<file path="src/rtl/systolic_pkg.sv">
// systolic_pkg: shared dimensions, widths and FSM encodings for the systolic array blocks
package systolic_pkg;
  localparam int N = 4;
  localparam int DW = 32;
  localparam int DRAIN = 4;
  localparam int AW = $clog2(N * N);
  localparam int LW = $clog2(N);
  localparam int CW = $clog2((2 * N - 1) > DRAIN ? (2 * N - 1) : DRAIN);
  typedef logic [1:0] state_t;
  localparam state_t S_IDLE = 2'd0;
  localparam state_t S_CLEAR = 2'd1;
  localparam state_t S_FEED = 2'd2;
  localparam state_t S_DRAIN = 2'd3;
  localparam logic [CW-1:0] K_LAST = CW'(2 * N - 2);
  localparam logic [CW-1:0] D_LAST = CW'(DRAIN - 1);
  localparam logic [CW-1:0] N_C = CW'(N);
endpackage

</file>
<file path="src/rtl/systolic_skew_lane.sv">
// systolic_skew_lane: registers one skewed operand lane, element k-idx of its vector or zero
module systolic_skew_lane
  import systolic_pkg::*;
(
  input  logic          clk_i,
  input  logic          rst_i,
  input  logic          en_i,
  input  logic [CW-1:0] k_i,
  input  logic [CW-1:0] idx_i,
  input  logic [DW-1:0] vec_i [N],
  output logic [DW-1:0] out_o
);
  logic [CW-1:0] diff;
  logic [DW-1:0] out_d, out_q;
  // pick the element this lane owes at step k, zero outside its skew window
  always_comb begin
    diff = k_i - idx_i;
    out_d = (en_i && k_i >= idx_i && diff < N_C) ? vec_i[diff[LW-1:0]] : '0;
  end
  // lane output register
  always_ff @(posedge clk_i) begin
    out_q <= rst_i ? '0 : out_d;
  end
  assign out_o = out_q;
endmodule

</file>
<file path="src/rtl/systolic_feeder.sv">
// systolic_feeder: buffers A/B and streams them skewed into the systolic array
module systolic_feeder
  import systolic_pkg::*;
(
  input  logic          clk_i,
  input  logic          rst_i,
  input  logic          wr_valid_i,
  output logic          wr_ready_o,
  input  logic          wr_sel_i,
  input  logic [AW-1:0] wr_addr_i,
  input  logic [DW-1:0] wr_data_i,
  input  logic          start_i,
  output logic          busy_o,
  output logic          clr_o,
  output logic [DW-1:0] left_o_0,
  output logic [DW-1:0] left_o_4,
  output logic [DW-1:0] left_o_8,
  output logic [DW-1:0] left_o_12,
  output logic [DW-1:0] up_o_0,
  output logic [DW-1:0] up_o_1,
  output logic [DW-1:0] up_o_2,
  output logic [DW-1:0] up_o_3,
  output logic          feed_valid_o,
  output logic          done_o
);
  state_t state_q, state_d;
  logic [CW-1:0] k_q, k_d;
  logic done_q, done_d;
  logic wr_en, feed_next;
  logic [DW-1:0] a_q [N*N];
  logic [DW-1:0] a_d [N*N];
  logic [DW-1:0] b_q [N*N];
  logic [DW-1:0] b_d [N*N];
  logic [DW-1:0] a_row [N][N];
  logic [DW-1:0] b_col [N][N];
  logic [DW-1:0] left [N];
  logic [DW-1:0] up [N];
  // sequence IDLE -> CLEAR -> FEED (2N-1 steps) -> DRAIN -> IDLE, done on return to IDLE
  always_comb begin
    state_d = state_q;
    k_d = k_q;
    done_d = 1'b0;
    if (state_q == S_IDLE && start_i) begin
      state_d = S_CLEAR;
      k_d = '0;
    end else if (state_q == S_CLEAR) begin
      state_d = S_FEED;
      k_d = '0;
    end else if (state_q == S_FEED) begin
      state_d = (k_q == K_LAST) ? S_DRAIN : S_FEED;
      k_d = (k_q == K_LAST) ? '0 : k_q + CW'(1);
    end else if (state_q == S_DRAIN) begin
      state_d = (k_q == D_LAST) ? S_IDLE : S_DRAIN;
      k_d = (k_q == D_LAST) ? '0 : k_q + CW'(1);
      done_d = (k_q == D_LAST);
    end
    feed_next = (state_d == S_FEED);
  end
  // element writes land only while idle; out-of-range addresses are swallowed
  always_comb begin
    wr_en = wr_valid_i && state_q == S_IDLE && int'(wr_addr_i) < N * N;
    a_d = a_q;
    b_d = b_q;
    if (wr_en && !wr_sel_i) a_d[wr_addr_i] = wr_data_i;
    if (wr_en && wr_sel_i) b_d[wr_addr_i] = wr_data_i;
  end
  // FSM, step counter, done pulse and operand storage
  always_ff @(posedge clk_i) begin
    if (rst_i) begin
      state_q <= S_IDLE;
      k_q <= '0;
      done_q <= 1'b0;
      a_q <= '{default: '0};
      b_q <= '{default: '0};
    end else begin
      state_q <= state_d;
      k_q <= k_d;
      done_q <= done_d;
      a_q <= a_d;
      b_q <= b_d;
    end
  end
  // lanes see the next step so their registered output lines up with the FEED cycle
  for (genvar i = 0; i < N; i++) begin : g_lane
    for (genvar j = 0; j < N; j++) begin : g_map
      assign a_row[i][j] = a_q[i*N+j];
      assign b_col[i][j] = b_q[j*N+i];
    end
    systolic_skew_lane u_left (
      .clk_i (clk_i),
      .rst_i (rst_i),
      .en_i  (feed_next),
      .k_i   (k_d),
      .idx_i (CW'(i)),
      .vec_i (a_row[i]),
      .out_o (left[i])
    );
    systolic_skew_lane u_up (
      .clk_i (clk_i),
      .rst_i (rst_i),
      .en_i  (feed_next),
      .k_i   (k_d),
      .idx_i (CW'(i)),
      .vec_i (b_col[i]),
      .out_o (up[i])
    );
  end
  assign wr_ready_o = (state_q == S_IDLE);
  assign busy_o = (state_q != S_IDLE);
  assign clr_o = (state_q == S_CLEAR);
  assign feed_valid_o = (state_q == S_FEED);
  assign done_o = done_q;
  assign left_o_0 = left[0];
  assign left_o_4 = left[1];
  assign left_o_8 = left[2];
  assign left_o_12 = left[3];
  assign up_o_0 = up[0];
  assign up_o_1 = up[1];
  assign up_o_2 = up[2];
  assign up_o_3 = up[3];
endmodule
</file>
<file path="config.mk">
export PLATFORM = sky130hd
export DESIGN_NAME = systolic_feeder
export DESIGN_NICKNAME = d
export VERILOG_FILES = /design/src/rtl/systolic_pkg.sv /design/src/rtl/systolic_skew_lane.sv /design/src/rtl/systolic_feeder.sv
export SDC_FILE = /design/constraint.sdc
export NUM_CORES = 2
export LEC_CHECK = 0
export CORE_MARGIN = 2
export CORE_UTILIZATION = 65
export DETAILED_ROUTE_END_ITERATION = 6
export PLACE_DENSITY = 0.86
export SKIP_LAST_GASP = 1
export SYNTH_ARGS = -nofsm -noshare
export SYNTH_HDL_FRONTEND = slang
export SYNTH_HIERARCHICAL = 1
export SYNTH_SLANG_ARGS = --single-unit
</file>
<file path="constraint.sdc">
create_clock -name clk_i -period 6.18 [get_ports clk_i]
set_clock_uncertainty 0.05 [all_clocks]
set_input_delay 1.236 -clock clk_i [delete_from_list [all_inputs] [get_ports clk_i]]
set_output_delay 1.236 -clock clk_i [all_outputs]
set_load 0.005 [all_outputs]
</file>
==> results.yml <==
clock_network:
  hold_buffers: 0
  cts_made_buffers: 131
  clk_pin_slew_ns: 0.06
  cts_tree: "built"
  clock-root-buffer: "clkbuf_16"
  clock_latency_ns: 0.72
  cts-htree-levels: 4
  clock_sinks: 1286
  ctsResizeCount: 0
  clockBufferDepth: 3
  post_cts.repair.setup_buffers: 0
pwr:
  leakage_nw: 27.8
  peakVddDrop_v: 0.000269
  power_switching_mw: 4.59
  combPwrFrac_pct: 10.9
  p_int_mw: 13.7
  totalPowerFinal_mw: 18.3
  pwr-share-seq_pct: 45.8
  powerDensity_nw_per_um2: 291
  sw_frac_of_total_pct: 25.1
  clockPowerShare_pct: 43.3
sta:
  slew_headroom_pct: 16.8
  hold_viol_final: 0
  final-max-slew-violation-count: 0
  max_clock_freq_mhz: 249
  setup_viol: 0
  finalCritPeriodShare_pct: 65.0
  rsz0062_at_grt: "false"
  fin_crit_ns: 4.02
  tightest_slew_ns: 1.25
  fin_setup_tns_ns: 0
synth:
  ys_top_cells_by_count: "dfxtp_1, nand2b_1, mux2i_1"
  yosysTopAreaCell: "dfxtp_1"
  ys.flop_type: "dfxtp_1"
  yosysSeqAreaShare_pct: 46.7
  ys_seq_elements: 1286
  ys_warn_count: 6
  syn-mean-instance-area_sq_um: 12.2
  synthTopCellsByArea: "dfxtp_1, mux2i_1, nand2b_1"
  netlist.area_leader.share_pct: 46.7
  synth.most_common_cell: "dfxtp_1"
  netlist_area_sq_um: 55100
  synth_cell_type_count: 42
  synth_enable_flop_cells: 0
  syn_inst: 4518
  ys_async_sr_fraction_pct: 0
critical_path:
  r2r-end: "g_lane[0].u_up/out_o[15]$_SDFF_PP0_"
  rr_startpoint: "state_q[0]$_SDFF_PP0_"
  critPathLaunchType: "input pin"
  cp_max_fo: 18
  worst_ep_required_time_ns: 6.69
  crit_start: "start_i"
  cp-endpoint: "g_lane[0].u_up/out_o[15]$_SDFF_PP0_"
  crit_type: "input pin to flip-flop"
  reg2regPathDepth: 9
  crit_arrival_ns: 4.53
  cp-end-kind: "flip-flop"
  ff2ff_setup_slack_ns: 2.30
placed_design:
  gp_congestion: 0.826
  port_buffers: 301
  dp_hpwl_um: 81800
global_route:
  gr-total-overflow: 0
  grt_max_degree: 134
  grt_pass1_vias: 36450
  grt_usage_pct: 31.9
  grt_pass1_wl_um: 214000
  antenna_found_initial: 5
finish:
  nFillCells: 5458
  multi_input_comb_area_sq_um: 27500
  syn_to_final_growth_pct: 14.1
  layout.nets: 4719
  register_area_sq_um: 25700
  drive_gt1_share_pct: 18.4
floorplan:
  num_rows: 106
  core_area_sq_um: 83800
  num_io_pins: 302
  die_x_um: 295
  chipHeight_um: 295
  start_util_pct: 65.8
  die_area_sq_um: 87100
route:
  viasPerCell: 5.90
  drt_first_pass_iters: 5
  drtIter0Drc: 2486
  drc: 0
  routed_wl_um: 139000
  ant_nets: 0
  vias: 34654
  wl_per_cell_um: 23.7
min_path:
  hold_class: "flip-flop to flip-flop"
status:
  outcome: "complete, no violations"
run:
  max-cap-violations: 0
==> kinds of logic after synthesis <==
kind of cell / count (synthesis) / synth area share, %
DFF: 1286 / 46.7
and+or+nand+nor: 1410 / 18.8
adders and majority gates: 41 / 1.04
buffers and inverters: 472 / 3.94
AOI/OAI and AO/OA: 26 / 0.436
other: 2 / 0.0136
muxes: 1281 / 29.1
==> flip-flops by register name, indices dropped and copies added, names as in the netlist <==
signal and flops:
done_o 1, g_lane.u_left/out_o 128, a_q 512, state_q 2, k_q 3, g_lane.u_up/out_o 128, b_col 512
==> layer usage <==
metal  part of all wire [%]  vias up  track usage [%]
li1                       -    15715                -
met4                    4.2        6             14.1
met2                     48      978             52.6
met1                     43    17678             41.6
met5                  0.029        -                0
met3                    5.4      277             5.41
==> layout by cell type (no fill, tap or decap), types with 3 or more instances in the layout <==
cell	instances
clkdlybuf4s50_1	300
ha_2	8
nor3b_1	16
ha_1	25
nor2b_1	5
conb_1	24
a211o_2	8
nor3_1	3
a211oi_4	8
inv_1	46
mux4_2	256
bufinv_16	5
clkbuf_16	134
fa_1	8
buf_12	4
nand2_1	12
clkinv_8	7
nand3_2	10
nand2_2	17
and4bb_2	3
clkinv_2	19
and2_1	3
nand2b_2	17
or3b_1	8
buf_4	85
dfxtp_1	1286
nand2b_1	1050
clkbuf_8	33
clkbuf_1	26
mux2i_1	1025
nor3b_2	240
nor2_1	8
inv_6	4
nor4b_2	3
==> how the worst min path moves through the flow <==
stage	start	to	slack [ns]	cells after the start
6_report	a_q[59]$_SDFFE_PP0P_	a_q[59]$_SDFFE_PP0P_	0.42	2
2_1_floorplan	a_q[441]$_SDFFE_PP0P_	a_q[441]$_SDFFE_PP0P_	0.40	2
5_1_grt	a_q[275]$_SDFFE_PP0P_	a_q[275]$_SDFFE_PP0P_	0.44	2
3_5_place_dp	a_q[472]$_SDFFE_PP0P_	a_q[472]$_SDFFE_PP0P_	0.41	2
3_3_place_gp	a_q[465]$_SDFFE_PP0P_	a_q[465]$_SDFFE_PP0P_	0.41	2
4_1_cts	a_q[463]$_SDFFE_PP0P_	a_q[463]$_SDFFE_PP0P_	0.42	2
==> final cells by class <==
class                   count  area share (%)
diodes                      2         0.00796
multi-input cells        2782            43.7
flip-flops and latches   1286            40.9
inverters                  46           0.275
repair buffers            390            5.94
clock buffers             193            6.21
well taps                1134            2.26
clock inverters            37           0.651
==> worst max-delay path, cell delays in order <==
cell,delay (ns)
clkdlybuf4s50_1,0.49
nand2_1,0.15
nand2b_1,0.13
a21oi_2,0.56
buf_4,0.30
fa_1,0.71
buf_4,0.43
mux4_2,0.34
nor3b_2,0.16
==> per-stage QoR <==
step | area [sq um] | utilization [%] | cells | setup slack, ns | hold WS [ns]
floorplan | 55200 | - | 4540 | 2.06 | 0.396
global route | 62900 | 75.0 | 5868 | 2.09 | 0.436
finish | 62900 | 75.0 | 5870 | 2.16 | 0.423
CTS | 62900 | 75.0 | 5868 | 2.20 | 0.424
detailed placement | 58600 | 69.9 | 5638 | 1.43 | 0.408
global placement | 58600 | 69.9 | 5638 | 1.44 | 0.405
==> power groups by stage <==
stage               clock network [mW]  registers [mW]  logic [mW]
floorplan                            0            8.55        1.45
finish                            7.91            8.37        2.00
global placement                     0            8.55        1.98
global route                      8.30            8.37        2.10
CTS                               7.96            8.37        2.00
detailed placement                   0            8.55        1.99
Power figures use the tool's default switching activity.
